**src/rtl/pipe_pkg.sv**
```systemverilog
// Shared constants and helpers for the skid-buffered pipeline register.
package pipe_pkg;

  localparam int unsigned PC_W = 32;
  localparam logic [31:0] NOP_INSTR_DEFAULT = 32'h0000_0000;

  // Packed entry: {pc, instr, payload}
  function automatic int unsigned entry_w(input int unsigned payload_w);
    return 64 + payload_w;
  endfunction

endpackage

```
**src/rtl/pipe_entry_reg.sv**
```systemverilog
// One pipeline entry: a valid bit plus a packed data word.
module pipe_entry_reg #(
  parameter int unsigned W = 8
) (
  input  logic         clk_i,
  input  logic         rst_ni,
  input  logic         load_i,
  input  logic         clr_i,
  input  logic [W-1:0] d_i,
  output logic         valid_o,
  output logic [W-1:0] q_o
);

  logic         valid_q, valid_d;
  logic [W-1:0] data_q, data_d;

  // Clear drops only the valid bit so stale data stays observable.
  always_comb begin
    valid_d = valid_q;
    data_d  = data_q;
    if (clr_i) begin
      valid_d = 1'b0;
    end else if (load_i) begin
      valid_d = 1'b1;
      data_d  = d_i;
    end
  end

  always_ff @(posedge clk_i) begin
    if (!rst_ni) begin
      valid_q <= 1'b0;
      data_q  <= '0;
    end else begin
      valid_q <= valid_d;
      data_q  <= data_d;
    end
  end

  assign valid_o = valid_q;
  assign q_o     = data_q;

endmodule

```
**src/rtl/pipe_stage_skid_reg.sv**
```systemverilog
// Valid/ready pipeline register with a 2-entry skid buffer,
// flush-to-bubble, output masking and a saturating stall counter.
module pipe_stage_skid_reg
  import pipe_pkg::*;
#(
  parameter int unsigned PAYLOAD_W       = 96,
  parameter int unsigned CNT_W           = 16,
  parameter logic [31:0] NOP_INSTR       = NOP_INSTR_DEFAULT,
  parameter bit          CLEAR_ON_BUBBLE = 1'b1
) (
  input  logic                 clk,
  input  logic                 reset,
  input  logic                 flush,
  input  logic                 in_valid,
  output logic                 in_ready,
  input  logic [PC_W-1:0]      in_pc,
  input  logic [31:0]          in_instr,
  input  logic [PAYLOAD_W-1:0] in_payload,
  output logic                 out_valid,
  input  logic                 out_ready,
  output logic [PC_W-1:0]      out_pc,
  output logic [31:0]          out_instr,
  output logic [PAYLOAD_W-1:0] out_payload,
  output logic [1:0]           occupancy,
  output logic [CNT_W-1:0]     stall_cycles
);

  localparam int unsigned E_W = entry_w(PAYLOAD_W);

  logic           main_v, skid_v;
  logic [E_W-1:0] main_q, skid_q;
  logic [E_W-1:0] in_e, main_d;
  logic           acc, pop;
  logic           main_ld, main_clr;
  logic           skid_ld, skid_clr;
  logic [CNT_W-1:0] stall_q, stall_d;

  assign in_e     = {in_pc, in_instr, in_payload};
  assign in_ready = !skid_v;
  assign acc      = in_valid & in_ready;
  assign pop      = main_v & out_ready;

  // A full skid always drains into main before new input is taken.
  assign main_d  = skid_v ? skid_q : in_e;
  assign main_ld = !flush &
                   ((skid_v & pop) |
                    (!skid_v & acc & (!main_v | pop)));
  assign main_clr = flush | (pop & !main_ld);
  assign skid_ld  = !flush & !skid_v & acc & main_v & !pop;
  assign skid_clr = flush | (skid_v & pop);

  pipe_entry_reg #(.W(E_W)) u_main (
    .clk_i  (clk),
    .rst_ni (reset),
    .load_i (main_ld),
    .clr_i  (main_clr),
    .d_i    (main_d),
    .valid_o(main_v),
    .q_o    (main_q)
  );

  pipe_entry_reg #(.W(E_W)) u_skid (
    .clk_i  (clk),
    .rst_ni (reset),
    .load_i (skid_ld),
    .clr_i  (skid_clr),
    .d_i    (in_e),
    .valid_o(skid_v),
    .q_o    (skid_q)
  );

  logic [PC_W-1:0]      m_pc;
  logic [31:0]          m_instr;
  logic [PAYLOAD_W-1:0] m_pay;

  assign {m_pc, m_instr, m_pay} = main_q;

  assign out_valid   = main_v;
  assign out_instr   = main_v ? m_instr : NOP_INSTR;
  assign out_pc      = (main_v || !CLEAR_ON_BUBBLE) ? m_pc : '0;
  assign out_payload = (main_v || !CLEAR_ON_BUBBLE) ? m_pay : '0;
  assign occupancy   = {1'b0, main_v} + {1'b0, skid_v};

  always_comb begin
    stall_d = stall_q;
    if (main_v && !out_ready && !(&stall_q))
      stall_d = stall_q + CNT_W'(1);
  end

  always_ff @(posedge clk) begin
    if (!reset) stall_q <= '0;
    else        stall_q <= stall_d;
  end

  assign stall_cycles = stall_q;

  a_skid_main : assert property (@(posedge clk)
    disable iff (!reset) skid_v |-> main_v);

  a_occ : assert property (@(posedge clk)
    disable iff (!reset) occupancy != 2'd3);

  a_hold : assert property (@(posedge clk)
    disable iff (!reset)
    (in_valid && !in_ready && !flush) |=>
      (in_valid && $stable(in_pc) &&
       $stable(in_instr) && $stable(in_payload)));

endmodule

```
**config.mk**
```make
export PLATFORM = sky130hd
export DESIGN_NAME = pipe_stage_skid_reg
export DESIGN_NICKNAME = d
export VERILOG_FILES = /design/src/rtl/pipe_pkg.sv /design/src/rtl/pipe_entry_reg.sv /design/src/rtl/pipe_stage_skid_reg.sv
export SDC_FILE = /design/constraint.sdc
export NUM_CORES = 1
export LEC_CHECK = 0
export ABC_AREA = 1
export CAP_MARGIN = 20
export CORE_MARGIN = 2
export CORE_UTILIZATION = 47
export CTS_BUF_LIST = sky130_fd_sc_hd__clkbuf_4 sky130_fd_sc_hd__clkbuf_8
export DETAILED_ROUTE_END_ITERATION = 10
export PLACE_DENSITY = 0.82
export SLEW_MARGIN = 20
export SYNTH_ARGS = -nofsm -noshare
export SYNTH_HDL_FRONTEND = slang
export SYNTH_SLANG_ARGS = --single-unit
```
**constraint.sdc**
```tcl
create_clock -name clk -period 1.6 [get_ports clk]
set_input_delay 0.48 -clock clk [delete_from_list [all_inputs] [get_ports clk]]
set_output_delay 0.48 -clock clk [all_outputs]
set_load 0.005 [all_outputs]
```
==> metrics.txt <==
Yosys warning count 0; most frequent cells after synthesis 422 x nand2_1, 383 x o21ai_0, 347 x nor2_1; top-count cell post-synth nand2_1; Detailed Routing Iterations Pass 1 6; internal power ~14 mW; dpl hpwl 28,500 um; hold_sp reset; CP Data Arrival Time 1.82 ns; slew of the pin with the lowest slew margin between 0.6 and 0.7 ns; cell area power density about 830 mW/mm2; fin crit period 2.30 ns; post-route insts no fill approximately 3,100; Final setup viols approximately 500; Post-Route M1 WL slightly above 20,000 um; CP delay by family, top buffers and inverters; crit-path max FO 5; Nets around 2,800; cell area after placement roughly 0.019 mm2; syn_nets 2,357; Critical Path Max Stage Delay ~0.37 ns; routed wl met2 27,600 um; FILL cells between 2,000 and 2,500; placed cells 2,847; Finished Core Util 0.738; CTS tree built; via-per-instance ratio roughly 5.5; slowest CP cell dfxtp_4; gate count of the mapped netlist between 2,000 and 2,500; First DRT Iteration DRCs around 1,500; fin crit share 1.44; via count between 15,000 and 20,000; Worst Hold Depth 3; clk_skew approximately 0.038 ns; ys flop type dfxtp_1; reg2reg setup slack -0.47 ns; Reg2Reg Depth 14; CP Buf/Inv Count 7; clock tree buffer depth 3; reg-to-reg endpoint u_main.q_o[159]; failing checks setup timing; top layer in use met5; switching power between 4 and 5 mW; H-tree lvl count 2; vias in the first global route between 15,000 and 20,000; WL/cell approximately 18 um; antenna-violating nets left 0; Clock power frac 0.391; Hold Crit Class in -> reg; WS Path Type reg -> out; Initial Utilization 0.475; Fmax achieved between 400 and 500 MHz; Fin. Hold Viols 0; first-pass GRT wire length between 70,000 and 80,000 um; hold_buf cts 0; Logic pwr share 0.141; final wirelength ~56,000 um; clock sinks roughly 340; die outline height approximately 180 um; sw frac 0.258; RSZ-0062 raised after global routing yes; sequential power share 0.468; CTS Root Cell clkbuf_8; I/O Pins 345; share of the synthesized area in the top cell type 0.454; port bufs between 300 and 400; Post-synth ARST share 0; Data required, critical path approximately 1.1 ns; Die ar. 0.0332 mm2; final instance area between 0.02 and 0.025 mm2; Post-synth EDFFs 0; Die X about 180 um; CTS clk-pin slew, worst paths 0.07 ns; WHS Endpoint u_main.q_o[37]; post-synth top area cell dfxtp_1; max cap viols 0; Slew HR 0.585; core box area 0.0314 mm2; distinct cell type count after synthesis 24; Mean Syn Cell Area 6.81 um2; clk_lat worst skew 0.60 ns; VDD IR max ~0.65 mV; Worst R2R Start u_main.valid_o; total CTS buffers between 50 and 60; Overflow after GRT 0; largest net degree at the start of global routing slightly above 90; Synth Cell Area ~0.015 mm2; status finished, violations left; met3 WL post-DR about 4800 um; CP endpoint kind output port; DRC Markers 0; Slew Viols, Final 0; gr usage total 0.289; layout cell share with drive strength beyond 1 0.288; initial antenna violation count 5; Setup TNS -199.44 ns; Synth Register Bits 338; Row Count between 60 and 70; CP Launch Type register; Seq/Total Area, Yosys 0.454; Synth area leaders dfxtp_1 45%, o21ai_0 13%, nand2_1 11%; worst setup slack after layout -0.699 ns; GP Congestion 0.844; critical-path cell list buf_12, buf_12, buf_16, buf_8, buf_8, nand2_2, inv_1, buf_2; layout overhead on the synthesized area 55.3%; Leak Pwr approximately 12 nW
sequential cells by signal (all words and copies together) (netlist names):
signal          flops
stall_cycles       16
u_main.valid_o      1
u_skid.valid_o      1
u_skid.q_o        160
u_main.q_o        160
cells in the final DEF, fill, tap and decap left out, types with 66 or more instances in the layout:
cell,count
buf_2,66
nor2_1,345
inv_2,73
dfxtp_1,320
clkbuf_8,66
buf_4,84
o21ai_0,348
inv_1,198
nand2_1,285
a21oi_1,122
nand2_4,74
buf_6,99
clkdlybuf4s50_1,163
cell families after synthesis:
| kind of cell | Yosys count | synth area share |
|---|---|---|
| flops | 338 | 0.454 |
| xor+xnor | 6 | 0.00352 |
| fa+ha+maj | 2 | 0.00168 |
| buf+inv | 446 | 0.118 |
| simple gates | 841 | 0.220 |
| compound gates | 557 | 0.204 |
how the worst max path moves through the flow:
stage	start	endpoint	slack, ns	depth (start not counted)
5_1_grt	u_main.valid_o	out_payload[33]	-0.75	8
2_1_floorplan	u_main.valid_o	u_skid.q_o[150]	-0.02	9
3_3_place_gp	in_valid	u_main.q_o[50]	-0.55	8
3_5_place_dp	out_ready	u_skid.q_o[49]	-0.59	8
4_1_cts	u_main.valid_o	out_payload[84]	-0.90	5
6_report	u_main.valid_o	out_payload[5]	-0.70	8
power groups by stage:
stage          logic (mW)  registers (mW)  clock network (mW)
2_1_floorplan       0.913            9.07                   0
3_3_place_gp         1.79            9.11                   0
3_5_place_dp         1.84            9.12                   0
4_1_cts              2.29            8.93                7.55
5_1_grt              2.89            9.05                8.01
6_report             2.71            9.03                7.55
timing repair:
action                     in CTS  in global routing
cloned                         31                 12
setup endpoints to repair     485                503
setup buffers                  55                 75
resized for setup             555                614
pin swaps                       2                  4
through the flow:
| stage | hold slack (ns) | setup WS, ns | power (mW) |
|---|---|---|---|
| 2_1_floorplan | 0.455 | -0.0210 | 9.98 |
| 3_3_place_gp | 0.462 | -0.549 | 10.9 |
| 3_5_place_dp | 0.470 | -0.594 | 11.0 |
| 4_1_cts | 0.268 | -0.898 | 18.8 |
| 5_1_grt | 0.303 | -0.751 | 19.9 |
| 6_report | 0.284 | -0.699 | 19.3 |
final cells by class:
class,instances,area [um2],share of cell area
inverters,286,1120,0.0484
flip-flops and latches,338,6820,0.294
multi-input cells,1406,7270,0.314
clock inverters,11,57.6,0.00248
repair inverters,1,16.3,0.000702
well taps,402,503,0.0217
repair buffers,578,6320,0.273
diodes,3,7.51,0.000324
clock buffers,85,1040,0.0451
per-layer routing:
metal / track usage / vias to the layer above
met5: 0 / -
met4: 0.159 / 4
met3: 0.0579 / 224
met2: 0.504 / 1014
met1: 0.333 / 7875
li1: - / 7853
tightest hold or removal path, delay by kind of cell:
| family | cells | cell delay, ns |
|---|---|---|
| AND/OR/NAND/NOR | 1 | 0.04 |
| AO/OA/AOI/OAI | 1 | 0.10 |
| buffers and inverters | 1 | 0.22 |
No activity file was read; power rests on OpenSTA's default activity.
